--- src/rtl/mem_pkg.sv ---
// Shared types and March C- element tables for the memory march master.
package mem_pkg;

    typedef enum logic [2:0] {
        ST_IDLE,
        ST_REQ_RD,
        ST_WAIT_RD,
        ST_REQ_WR,
        ST_WAIT_WR,
        ST_NEXT,
        ST_FINISH
    } mem_march_state_t;

    typedef enum logic [1:0] {
        EL_E0,
        EL_E1,
        EL_E2,
        EL_E3
    } mem_march_elem_t;

    localparam mem_march_elem_t LAST_ELEM = EL_E3;

    // One bit per element, bit index = element number.
    localparam logic [3:0] ELEM_DOWN   = 4'b0100;
    localparam logic [3:0] ELEM_HAS_RD = 4'b1110;
    localparam logic [3:0] ELEM_HAS_WR = 4'b0111;
    localparam logic [3:0] ELEM_RD_INV = 4'b0100;
    localparam logic [3:0] ELEM_WR_INV = 4'b0010;

    function automatic logic elem_down(input mem_march_elem_t e);
        return ELEM_DOWN[e];
    endfunction

    function automatic logic elem_has_wr(input mem_march_elem_t e);
        return ELEM_HAS_WR[e];
    endfunction

    function automatic logic elem_rd_inv(input mem_march_elem_t e);
        return ELEM_RD_INV[e];
    endfunction

    function automatic logic elem_wr_inv(input mem_march_elem_t e);
        return ELEM_WR_INV[e];
    endfunction

    function automatic mem_march_state_t elem_first_req(input mem_march_elem_t e);
        return ELEM_HAS_RD[e] ? ST_REQ_RD : ST_REQ_WR;
    endfunction

endpackage

--- src/rtl/mem_march_addr_gen.sv ---
// Loadable up/down address counter; stops at the last address of its run.
module mem_march_addr_gen
    import mem_pkg::*;
#(
    parameter int DEPTH      = 64,
    parameter int ADDR_WIDTH = $clog2(DEPTH)
) (
    input  logic                  clk,
    input  logic                  rst,
    input  logic                  load,
    input  logic                  load_down,
    input  logic                  step,
    output logic [ADDR_WIDTH-1:0] addr,
    output logic                  is_last
);

    localparam logic [ADDR_WIDTH-1:0] ADDR_MAX = ADDR_WIDTH'(DEPTH - 1);
    localparam logic [ADDR_WIDTH-1:0] ADDR_ONE = ADDR_WIDTH'(1);

    logic [ADDR_WIDTH-1:0] addr_q, addr_d;
    logic                  down_q, down_d;

    assign addr    = addr_q;
    assign is_last = down_q ? (addr_q == '0) : (addr_q == ADDR_MAX);

    always_comb begin
        addr_d = addr_q;
        down_d = down_q;
        if (load) begin
            down_d = load_down;
            addr_d = load_down ? ADDR_MAX : '0;
        end else if (step && !is_last) begin
            addr_d = down_q ? (addr_q - ADDR_ONE) : (addr_q + ADDR_ONE);
        end
    end

    always_ff @(posedge clk) begin
        if (rst) begin
            addr_q <= '0;
            down_q <= 1'b0;
        end else begin
            addr_q <= addr_d;
            down_q <= down_d;
        end
    end

endmodule

--- src/rtl/mem_march_master.sv ---
// March C- request master: drives a valid/ready memory port and checks every read.
//
//   state      | meaning
//   IDLE       | waiting for start; results held
//   REQ_RD     | first cycle of a read request (valid high)
//   WAIT_RD    | read request held until ready
//   REQ_WR     | first cycle of a write request (valid high)
//   WAIT_WR    | write request held until ready
//   NEXT       | element finished: load next element or finish
//   FINISH     | done asserted, back to IDLE
module mem_march_master
    import mem_pkg::*;
#(
    parameter int WIDTH      = 16,
    parameter int DEPTH      = 64,
    parameter int ADDR_WIDTH = $clog2(DEPTH),
    parameter int ERR_WIDTH  = 8
) (
    input  logic                  clk,
    input  logic                  rst,
    input  logic                  start,
    input  logic [WIDTH-1:0]      pattern,
    output logic                  valid,
    output logic                  wr_rd,
    output logic [ADDR_WIDTH-1:0] addr,
    output logic [WIDTH-1:0]      wdata,
    input  logic                  ready,
    input  logic [WIDTH-1:0]      rdata,
    output logic                  busy,
    output logic                  done,
    output logic                  fail,
    output logic [ERR_WIDTH-1:0]  err_count,
    output logic [ADDR_WIDTH-1:0] first_fail_addr
);

    localparam logic [ERR_WIDTH-1:0] ERR_MAX = '1;
    localparam logic [ERR_WIDTH-1:0] ERR_ONE = ERR_WIDTH'(1);

    mem_march_state_t      state_q, state_d;
    mem_march_elem_t       elem_q, elem_d;
    logic [WIDTH-1:0]      pattern_q, pattern_d;
    logic                  busy_q, busy_d;
    logic                  done_q, done_d;
    logic                  fail_q, fail_d;
    logic [ERR_WIDTH-1:0]  err_count_q, err_count_d;
    logic [ADDR_WIDTH-1:0] first_fail_addr_q, first_fail_addr_d;

    logic                  ag_load, ag_load_down, ag_step, ag_last;
    logic                  advance;
    logic [WIDTH-1:0]      rd_expect;

    mem_march_addr_gen #(
        .DEPTH      (DEPTH),
        .ADDR_WIDTH (ADDR_WIDTH)
    ) u_addr_gen (
        .clk       (clk),
        .rst       (rst),
        .load      (ag_load),
        .load_down (ag_load_down),
        .step      (ag_step),
        .addr      (addr),
        .is_last   (ag_last)
    );

    // Request outputs decode straight from state so they cannot move while a request waits.
    assign valid = (state_q == ST_REQ_RD) || (state_q == ST_WAIT_RD) ||
                   (state_q == ST_REQ_WR) || (state_q == ST_WAIT_WR);
    assign wr_rd = (state_q == ST_REQ_WR) || (state_q == ST_WAIT_WR);
    assign wdata     = elem_wr_inv(elem_q) ? ~pattern_q : pattern_q;
    assign rd_expect = elem_rd_inv(elem_q) ? ~pattern_q : pattern_q;

    assign busy            = busy_q;
    assign done            = done_q;
    assign fail            = fail_q;
    assign err_count       = err_count_q;
    assign first_fail_addr = first_fail_addr_q;

    always_comb begin
        state_d           = state_q;
        elem_d            = elem_q;
        pattern_d         = pattern_q;
        busy_d            = busy_q;
        done_d            = done_q;
        fail_d            = fail_q;
        err_count_d       = err_count_q;
        first_fail_addr_d = first_fail_addr_q;
        ag_load           = 1'b0;
        ag_load_down      = 1'b0;
        ag_step           = 1'b0;
        advance           = 1'b0;

        case (state_q)
            ST_IDLE: begin
                if (start && !busy_q) begin
                    pattern_d         = pattern;
                    busy_d            = 1'b1;
                    done_d            = 1'b0;
                    fail_d            = 1'b0;
                    err_count_d       = '0;
                    first_fail_addr_d = '0;
                    elem_d            = EL_E0;
                    ag_load           = 1'b1;
                    ag_load_down      = elem_down(EL_E0);
                    state_d           = elem_first_req(EL_E0);
                end
            end
            ST_REQ_RD, ST_WAIT_RD: begin
                state_d = ST_WAIT_RD;
                if (ready) begin
                    if (rdata != rd_expect) begin
                        fail_d = 1'b1;
                        if (err_count_q != ERR_MAX) begin
                            err_count_d = err_count_q + ERR_ONE;
                        end
                        if (!fail_q) begin
                            first_fail_addr_d = addr;
                        end
                    end
                    if (elem_has_wr(elem_q)) begin
                        state_d = ST_REQ_WR;
                    end else begin
                        advance = 1'b1;
                    end
                end
            end
            ST_REQ_WR, ST_WAIT_WR: begin
                state_d = ST_WAIT_WR;
                if (ready) begin
                    advance = 1'b1;
                end
            end
            ST_NEXT: begin
                if (elem_q == LAST_ELEM) begin
                    busy_d  = 1'b0;
                    done_d  = 1'b1;
                    state_d = ST_FINISH;
                end else begin
                    elem_d       = mem_march_elem_t'(elem_q + 2'd1);
                    ag_load      = 1'b1;
                    ag_load_down = elem_down(elem_d);
                    state_d      = elem_first_req(elem_d);
                end
            end
            ST_FINISH: begin
                state_d = ST_IDLE;
            end
            default: begin
                state_d = ST_IDLE;
            end
        endcase

        // Stepping within an element skips NEXT so back-to-back accesses cost two cycles.
        if (advance) begin
            if (ag_last) begin
                state_d = ST_NEXT;
            end else begin
                ag_step = 1'b1;
                state_d = elem_first_req(elem_q);
            end
        end
    end

    always_ff @(posedge clk) begin
        if (rst) begin
            state_q           <= ST_IDLE;
            elem_q            <= EL_E0;
            pattern_q         <= '0;
            busy_q            <= 1'b0;
            done_q            <= 1'b0;
            fail_q            <= 1'b0;
            err_count_q       <= '0;
            first_fail_addr_q <= '0;
        end else begin
            state_q           <= state_d;
            elem_q            <= elem_d;
            pattern_q         <= pattern_d;
            busy_q            <= busy_d;
            done_q            <= done_d;
            fail_q            <= fail_d;
            err_count_q       <= err_count_d;
            first_fail_addr_q <= first_fail_addr_d;
        end
    end

endmodule

--- config.mk ---
export PLATFORM = sky130hd
export DESIGN_NAME = mem_march_master
export DESIGN_NICKNAME = d
export VERILOG_FILES = /design/src/rtl/mem_pkg.sv /design/src/rtl/mem_march_addr_gen.sv /design/src/rtl/mem_march_master.sv
export SDC_FILE = /design/constraint.sdc
export NUM_CORES = 1
export LEC_CHECK = 0
export CORE_AREA = 2 2 80 82
export DETAILED_ROUTE_END_ITERATION = 7
export DIE_AREA = 0 0 82 84
export PLACE_DENSITY = 0.72
export SETUP_SLACK_MARGIN = 0.3
export SYNTH_ARGS = -nofsm -noshare
export SYNTH_HDL_FRONTEND = slang
export SYNTH_HIERARCHICAL = 1
export SYNTH_SLANG_ARGS = --single-unit
--- constraint.sdc ---
create_clock -name clk -period 3 [get_ports clk]
set_clock_uncertainty 0.2 [all_clocks]
set_input_delay 0.6 -clock clk [delete_from_list [all_inputs] [get_ports clk]]
set_output_delay 0.6 -clock clk [all_outputs]
set_load 0.05 [all_outputs]
==> impl_metrics.toml, run 1 <==
[outcome]
outcome = "complete, no violations"

[synth]
synthTopCellsByCount = "nand2_1, dfxtp_1, a21oi_1, nor2_1, xor2_1"
ys_top_cells_by_area = "dfxtp_1, xor2_1, nand2_1"
synth_seq_cells = 45
synth_top_flop_cell = "dfxtp_1"
ys_seq_area_share_pct = 33.9
avgSynthCellArea_sq_um = 8.21
async_flop_share_pct = 0
syn_nets = 372
syn_inst = 324
ys_warn_count = 6
netlist.area_leader.share_pct = 33.9
synth_cell_types = 56
synthesis.area_sq_um = 2660
synth_top_area_cell = "dfxtp_1"
synthMostInstantiatedCell = "nand2_1"
synth-edff-count = 0

[placement]
dp_hpwl_microns = 5070
dp_slack_ns = -0.437
portBuffers = 76
gp_congestion = 0.773

[global_route]
first_global_vias = 2442
grt_max_degree = 33
grt_pass1_wl_microns = 11400
grt.overflow.total = 0
track_usage_pct = 20.5
antenna_found_initial = 0

[detailed_routing]
dr.max_layer_used = "met4"
avgViaCountPerCell = 5.32
drt-total-wl_microns = 6950
drc = 0
firstDrtPassIters = 4
drt_iter0_drc = 90
wl_met2_microns = 3200
wl_met3_microns = 494
vias = 2527
wirelength_met1_microns = 3210
avgRoutedWirePerCell_microns = 14.6
ant_nets = 0

[final_layout]
antenna_cells = 0
area_delta_synth_final_pct = 45.7
n_fill_cell = 531
drive_gt1_share_pct = 16.6
nets = 447

[critical_path]
r2r_start = "pattern_q[6]"
critPathSlowestCell = "or4_1"
crit_start = "rdata[7]"
arrival_ns = 2.61
start_kind = "input pin"
cpPeakStageDelay_ns = 0.54
cp-end-kind = "flip-flop"
cp_max_fo = 6
crit_chain = "buf_6 > xnor2_2 > or4_1 > o31a_1 > or4_4 > and2_4 > a221o_1"
cp_top_family = "simple AND/OR/NAND/NOR gates"
setup.worst_path.class = "in -> reg"
worst-path-buf-inv = 1
required_ns = 2.99

[power]
p_seq_share_pct = 30.2
p_sw_share_pct = 46.7
p_per_area_nw_per_um2 = 760
power_switching_mw = 1.38
p_leak_nw = 1.71
p_clk_share_pct = 11.5
p_int_mw = 1.57
ir_worst_vdd_mv = 0.677
combPwrFrac_pct = 58.3

[worst_hold_path]
min_path_type = "reg -> reg"
worstHoldStart = "done"

[run]
drv_cap = 0

[sta]
worst_slew_pin_slew_ns = 0.675
grt_setup_unrepaired = "false"
holdWs_ns = 0.300
setup_ws_ns = 0.374
post-route-period-util_pct = 87.5
slew_violations = 0
setup-violations-final = 0
fmax_ghz = 0.381
period_needed_ns = 2.63
hold_viol = 0
slew_headroom_pct = 55.0

[clock_network]
root_buffer = "clkbuf_8"
numCtsBuffers = 5
cts_tree = "done"
htreeDepth = 2
clockBufferDepth = 2
clk_pin_slew_ns = 0.08
clk_latency_ns = 0.29
cts.sinks = 45

[floorplan]
dieArea_sq_um = 6890
initial_core_util_pct = 43.6
die_x_microns = 82
core_area_sq_um = 6100
chipHeight_microns = 84
num_rows = 29
ios = 77
logic make-up (layout without fill, tap and decap cells):
group | Yosys count | after routing | synth area share, %
adder cells (fa/ha/maj) | 12 | 12 | 5.93
AND/OR/NAND/NOR | 127 | 127 | 22.6
XOR/XNOR | 38 | 38 | 12.5
flip-flops | 45 | 45 | 33.9
buffers and inverters | 31 | 105 | 5.03
multiplexers | 4 | 4 | 1.55
AO/OA/AOI/OAI | 67 | 67 | 18.4
cell usage in the layout, fill, tap and decap left out, types with 3 or more instances in the layout:
cell	Yosys	layout
nand2_1	50	50
clkdlybuf4s50_1	0	45
dfxtp_1	45	42
nor2_1	29	29
a21oi_1	29	29
xor2_1	22	22
buf_12	0	16
inv_1	14	14
xnor2_2	0	10
ha_1	11	10
dlymetal6s2s_1	0	9
nand3_1	8	8
buf_4	0	8
a32o_1	7	7
and3_1	7	6
nand2b_1	5	5
nor3_1	5	5
xnor2_1	16	5
a221o_1	5	5
clkbuf_8	0	5
o21ai_0	4	4
nor2b_1	4	4
mux2i_1	3	3
nand4_1	3	3
or2_2	3	3
dfxtp_2	0	3
stage by stage:
step                utilization, %  cells  area (sq um)  power [mW]  TNS, ns
finish                        63.6    475          3870        2.94        0
global route                  63.6    475          3870        3.12        0
CTS                           62.0    474          3780        2.93        0
detailed placement            60.4    468          3680        2.57    -5.84
global placement              60.4    468          3680        2.55    -5.60
floorplan                        -    324          2710        1.97        0
final cells by class:
| cell class | count | area, sq um | share of cell area (%) |
|---|---|---|---|
| multi-input cells | 248 | 1750 | 45.2 |
| repair buffers | 84 | 991 | 25.6 |
| clock buffers | 5 | 68.8 | 1.78 |
| clock inverters | 1 | 5.00 | 0.129 |
| flip-flops and latches | 45 | 905 | 23.3 |
| well taps | 77 | 96.3 | 2.49 |
| inverters | 15 | 56.3 | 1.45 |
path summary, 6_finish.rpt:
kind	endpoint	slack, ns	cells after the start
max	err_count[3]	0.37	7
min	done	0.30	2
max reg2reg	err_count[3]	0.41	6
min reg2reg	done	0.30	2
repair_timing:
| item | 4_1_cts | 5_1_grt |
|---|---|---|
| pin swaps | 10 | 11 |
| hold buffers | 0 | 0 |
| setup endpoints to repair | 17 | 17 |
| buffers inserted | 0 | 1 |
| gates resized for setup | 23 | 25 |
| gates cloned | 0 | 0 |
worst min-delay path, cell delays in order (launching register included):
cell and delay, ns:
dfxtp_1 0.33, a21oi_1 0.06, nor2_1 0.07
power groups by stage:
| stage | clock, mW | sequential [mW] | combinational, mW |
|---|---|---|---|
| 2_1_floorplan | 0 | 1.01 | 0.965 |
| 3_3_place_gp | 0 | 0.887 | 1.67 |
| 3_5_place_dp | 0 | 0.888 | 1.68 |
| 4_1_cts | 0.351 | 0.879 | 1.70 |
| 5_1_grt | 0.375 | 0.911 | 1.84 |
| 6_report | 0.339 | 0.889 | 1.72 |
state kept, by name, indices dropped and copies added, names as in the netlist, 2 cells and up:
register and count:
elem_q 2, err_count 8, first_fail_addr 6, pattern_q 16, state_q 3, u_addr_gen/addr 6
metal layers:
layer  vias up  track usage [%]
met1      1170             28.5
li1       1268                -
met5         -                0
met3         5             4.33
met4         0             3.79
met2        84             32.8
Power figures use the tool's default switching activity.
==> run 2, diff against run 1 <==
Settings changed: CAP_MARGIN from default to 15, CORE_AREA 2 2 80 82 to 2 2 83 85, DIE_AREA 0 0 82 84 to 0 0 85 87, PLACE_DENSITY 0.72 to 0.7, SYNTH_HIERARCHICAL 1 to default.
==> run 2 against run 1 <==
Against the previous run: count of clock-buffer cells in the layout is 2 higher; final area rose by 5.8%; combinational power fell by 13%; sequential share of layout area shrank 1.4 points; die area up 7.4%; global-route usage up 1.1 points; register-to-register slack better by 0.03 ns; critical path type unchanged; critical endpoint is now err_count[1]; largest power group unchanged.
==> impl_metrics.toml, run 2 <==
[worst_hold_path]
min_path_type = "reg -> reg"

[placement]
portBuffers = 76
gp_congestion = 0.783
dp_hpwl_microns = 5680
placed_cells = 513

[clock_network]
ctsHoldBuffers = 0
clockBufferDepth = 2
clk_pin_slew_ns = 0.08
root_buffer = "clkbuf_8"
numCtsBuffers = 5
cts_tree = "done"
clk_latency_ns = 0.29
htreeDepth = 2
cts.sinks = 45

[global_route]
first_global_vias = 2658
track_usage_pct = 21.6
antenna_found_initial = 0
grt_pass1_wl_microns = 12900
grt_max_degree = 28
grt.overflow.total = 0

[final_layout]
area_delta_synth_final_pct = 45.7
n_fill_cell = 566
nets = 491
largest-register = "pattern_q"
stdcell_count = 523
antenna_cells = 0
drive_gt1_share_pct = 15.1
mostFrequentLayoutCells = "nand2_1, clkdlybuf4s50_1, dfxtp_1, a21oi_1, nor2_1"
layout_commonest_cell = "nand2_1"
largest_register_ffs = 16

[critical_path]
r2r-end = "u_addr_gen.addr[5]"
required_ns = 3.02
start_kind = "input pin"
cp_max_fo = 5
rr_worst_depth = 7
r2r_start = "u_addr_gen.addr[3]"
r2r_slack_ns = 0.44
crit_start = "rdata[12]"
critPathCapture = "err_count[1]"
arrival_ns = 2.68
cp-end-kind = "flip-flop"
setup.worst_path.class = "in -> reg"

[detailed_routing]
avgViaCountPerCell = 5.53
drt-total-wl_microns = 8100
ant_nets = 0
avgRoutedWirePerCell_microns = 15.5
drt_iter0_drc = 142
firstDrtPassIters = 4
drc = 0
vias = 2890

[floorplan]
ios = 77
initial_core_util_pct = 42.8
dieArea_sq_um = 7400
core_area_sq_um = 6570
die_x_microns = 85
chipHeight_microns = 87
num_rows = 30

[sta]
worst_slew_pin_slew_ns = 0.557
slew_violations = 0
tns_ns = 0
grt_setup_unrepaired = "false"
fmax_ghz = 0.376
post-route-period-util_pct = 88.6
slew_headroom_pct = 62.7
period_needed_ns = 2.66
setup-violations-final = 0
hold_viol = 0

[outcome]
outcome = "complete, no violations"

[synth]
synth-edff-count = 0
synth_cell_types = 55
syn_nets = 406
synth_top_flop_cell = "dfxtp_1"
synth_top_area_cell = "dfxtp_1"
ys_seq_area_share_pct = 32.0
ys_warn_count = 0
ys_top_cells_by_area = "dfxtp_1, nand2_1, xor2_1"
netlist.area_leader.share_pct = 32.0
synthMostInstantiatedCell = "nand2_1"
syn_inst = 358
synth_seq_cells = 45
avgSynthCellArea_sq_um = 7.86
synthesis.area_sq_um = 2810
async_flop_share_pct = 0
synthTopCellsByCount = "nand2_1, dfxtp_1, a21oi_1"

[power]
p_per_area_nw_per_um2 = 651
p_leak_nw = 1.72
ir_worst_vdd_mv = 0.442
power_mw = 2.67

[run]
drv_cap = 0
run 2: report_power, final:
part / switching [mW] / leakage [nW] / internal (mW)
Clock: 0.198 / 0.0443 / 0.183
Combinational: 0.876 / 1.31 / 0.612
Sequential: 0.115 / 0.366 / 0.684
run 2: what timing repair did:
| item | 4_1_cts | 5_1_grt |
|---|---|---|
| endpoints found under the setup margin | 17 | 14 |
| resized for setup | 6 | 21 |
| setup buffers | 1 | 0 |
| pin swaps | 4 | 4 |
| endpoints found under the hold margin | 0 | 0 |
| cloned | 2 | 0 |
run 2: how the worst min path moves through the flow:
stage                     slack [ns]  cells after the start       endpoint     startpoint
after global routing            0.33                      2   pattern_q[1]   pattern_q[1]
after floorplan                 0.27                      2  pattern_q[12]  pattern_q[12]
after global placement          0.28                      1   err_count[6]   err_count[6]
after CTS                       0.30                      2   pattern_q[1]   pattern_q[1]
after detailed placement        0.29                      2   pattern_q[1]   pattern_q[1]
final                           0.30                      2   pattern_q[1]   pattern_q[1]
run 2: cells by family after synthesis:
kind of cell | count (synthesis) | share of synthesized area (%)
adder cells (fa/ha/maj) | 12 | 5.60
buffers and inverters | 29 | 4.94
XOR/XNOR | 37 | 11.5
flip-flops | 45 | 32.0
AO/OA/AOI/OAI | 87 | 20.8
AND/OR/NAND/NOR | 145 | 23.9
multiplexers | 3 | 1.20
run 2: worst max-delay path: stages:
cell and delay, ns:
clkdlybuf4s50_1 0.50, xor2_2 0.17, o22ai_1 0.11, or3_4 0.44, o41ai_4 0.36, buf_4 0.22
o211ai_1 0.10, a21oi_1 0.18
run 2: area by class of cell:
cell class | instances | area (sq um) | area share [%]
well taps | 80 | 100 | 2.44
flip-flops and latches | 45 | 901 | 22.0
multi-input cells | 285 | 1900 | 46.4
clock buffers | 7 | 86.3 | 2.11
inverters | 11 | 41.3 | 1.01
repair buffers | 95 | 1070 | 26.1
run 2: through the flow:
stage	hold slack [ns]	setup WS, ns	instance area [sq um]	utilization (%)
after detailed placement	0.288	-0.191	3860	58.8
final	0.296	0.343	4100	62.4
after floorplan	0.272	0.0849	2810	-
after global placement	0.277	-0.176	3860	58.8
after CTS	0.300	0.280	4000	60.8
after global routing	0.326	0.267	4100	62.4
run 2: per-layer routing:
metal / GRT usage, % / up-vias / share of wire, %
met1: 29.7 / 1371 / 45
li1: - / 1424 / -
met3: 3.51 / 6 / 5.4
met4: 4.76 / 0 / 1.0
met5: 0 / - / 0
met2: 35.7 / 89 / 48
==> run 3, diff against run 2 <==
Settings changed: CAP_MARGIN 15 to default, REMOVE_ABC_BUFFERS from default to 1, SKIP_CTS_REPAIR_TIMING from default to 1.
==> run 3 against run 2 <==
Against the previous run: sequential share of layout area is essentially flat; core utilization is essentially flat; routed wire length shrank 6.2%; worst hold slack gained 0.00053 ns; worst setup slack lost 0.0086 ns; flip-flop and latch count is the same.
==> impl_metrics.toml, run 3 (synthesized netlist as in run 2, its figures left out) <==
[worst_hold_path]
min_path_type = "reg -> reg"
whs_path_depth = 2

[final_layout]
largest_register_ffs = 16
nets = 490
layout_commonest_cell = "nand2_1"
n_fill_cell = 585
drive_gt1_share_pct = 13.8
mostFrequentLayoutCells = "nand2_1, clkdlybuf4s50_1, dfxtp_1, a21oi_1, nor2_1"
area_delta_synth_final_pct = 45.7
antenna_cells = 0
largest-register = "pattern_q"

[critical_path]
critPathCapture = "err_count[7]"
setup.worst_path.class = "in -> reg"
r2r_start = "elem_q[0]"
rr_worst_depth = 8
start_kind = "input pin"
required_ns = 3.04
arrival_ns = 2.70
r2r_slack_ns = 0.42
critPathSlowestCell = "clkdlybuf4s50_1"
crit_start = "rdata[7]"
r2r-end = "err_count[7]"
cp_max_fo = 7
crit_chain = "clkdlybuf4s50_1 > xnor2_1 > o41a_1 > or3_4 > o41a_4 > buf_12 > a41o_1 > a21oi_1"
cp-end-kind = "flip-flop"
cpPeakStageDelay_ns = 0.42

[floorplan]
ios = 77
dieArea_sq_um = 7400
chipHeight_microns = 87
num_rows = 30
initial_core_util_pct = 42.8
core_area_sq_um = 6570
die_x_microns = 85

[sta]
fmax_ghz = 0.375
hold_viol = 0
setup-violations-final = 0
slew_headroom_pct = 64.2
grt_setup_unrepaired = "false"
slew_violations = 0
setup_ws_ns = 0.334
worst_slew_pin_slew_ns = 0.537
period_needed_ns = 2.67
post-route-period-util_pct = 88.9
tns_ns = 0

[detailed_routing]
drc = 0
avgViaCountPerCell = 5.30
drt_iter0_drc = 102
drt-total-wl_microns = 7600
vias = 2773
avgRoutedWirePerCell_microns = 14.5
firstDrtPassIters = 4
ant_nets = 0

[clock_network]
root_buffer = "clkbuf_8"
cts.sinks = 45
htreeDepth = 2
clk_latency_ns = 0.30
clk_pin_slew_ns = 0.09
numCtsBuffers = 5
clockBufferDepth = 2
cts_tree = "done"

[global_route]
track_usage_pct = 20.0
grt_pass1_wl_microns = 12100
first_global_vias = 2572
grt.overflow.total = 0
grt_max_degree = 32
antenna_found_initial = 0

[power]
ir_worst_vdd_mv = 0.460
p_per_area_nw_per_um2 = 667
p_leak_nw = 1.72

[placement]
portBuffers = 76
dp_slack_ns = -0.189
dp_hpwl_microns = 5410
gp_congestion = 0.780

[run]
drv_cap = 0

[outcome]
outcome = "complete, no violations"
==> run 3: per-stage QoR <==
step                std cells  total power [mW]  instance area (sq um)  hold slack, ns  utilization, %
finish                    523              2.73                   4100           0.297            62.4
CTS                       519              2.72                   3970           0.299            60.4
detailed placement        511              2.22                   3850           0.287            58.6
global route              523              2.90                   4100           0.325            62.4
global placement          511              2.21                   3850           0.279            58.6
floorplan                 340              1.61                   2720           0.266               -
==> run 3: worst min-delay path by stage <==
| stage | end | start | slack (ns) |
|---|---|---|---|
| floorplan | pattern_q[12] | pattern_q[12] | 0.27 |
| global route | err_count[6] | err_count[6] | 0.33 |
| finish | pattern_q[9] | pattern_q[9] | 0.30 |
| detailed placement | pattern_q[9] | pattern_q[9] | 0.29 |
| CTS | pattern_q[9] | pattern_q[9] | 0.30 |
| global placement | pattern_q[15] | pattern_q[15] | 0.28 |
==> run 3: layer usage <==
layer / track usage, % / up-vias / routed length, microns / part of all wire, %
met5: 0 / - / 0 / 0
met4: 5.05 / 0 / 62 / 0.82
met3: 3.51 / 5 / 308 / 4.1
met2: 33.0 / 66 / 3570 / 47
met1: 27.1 / 1285 / 3650 / 48
li1: - / 1417 / - / -
==> run 3: area by class of cell <==
cell class,instances,area [sq um],share of cell area (%)
clock buffer,6,82.6,2.01
clock inverter,2,37.5,0.916
multi-input combinational,284,1840,45.0
sequential,45,902,22.0
inverter,11,41.3,1.01
tap,80,100,2.44
timing repair buffer,95,1090,26.6
==> run 3: critical path: cells and delay by family <==
family | cells | cell delay (ns)
AO/OA/AOI/OAI | 4 | 1.03
buffers and inverters | 2 | 0.57
AND/OR/NAND/NOR | 1 | 0.36
XOR/XNOR | 1 | 0.15
==> run 3: report_power, final <==
part	switching (mW)	total, mW	internal (mW)
Combinational	0.830	1.44	0.608
Sequential	0.119	0.803	0.684
Clock	0.220	0.491	0.271
Total	1.17	2.73	1.56
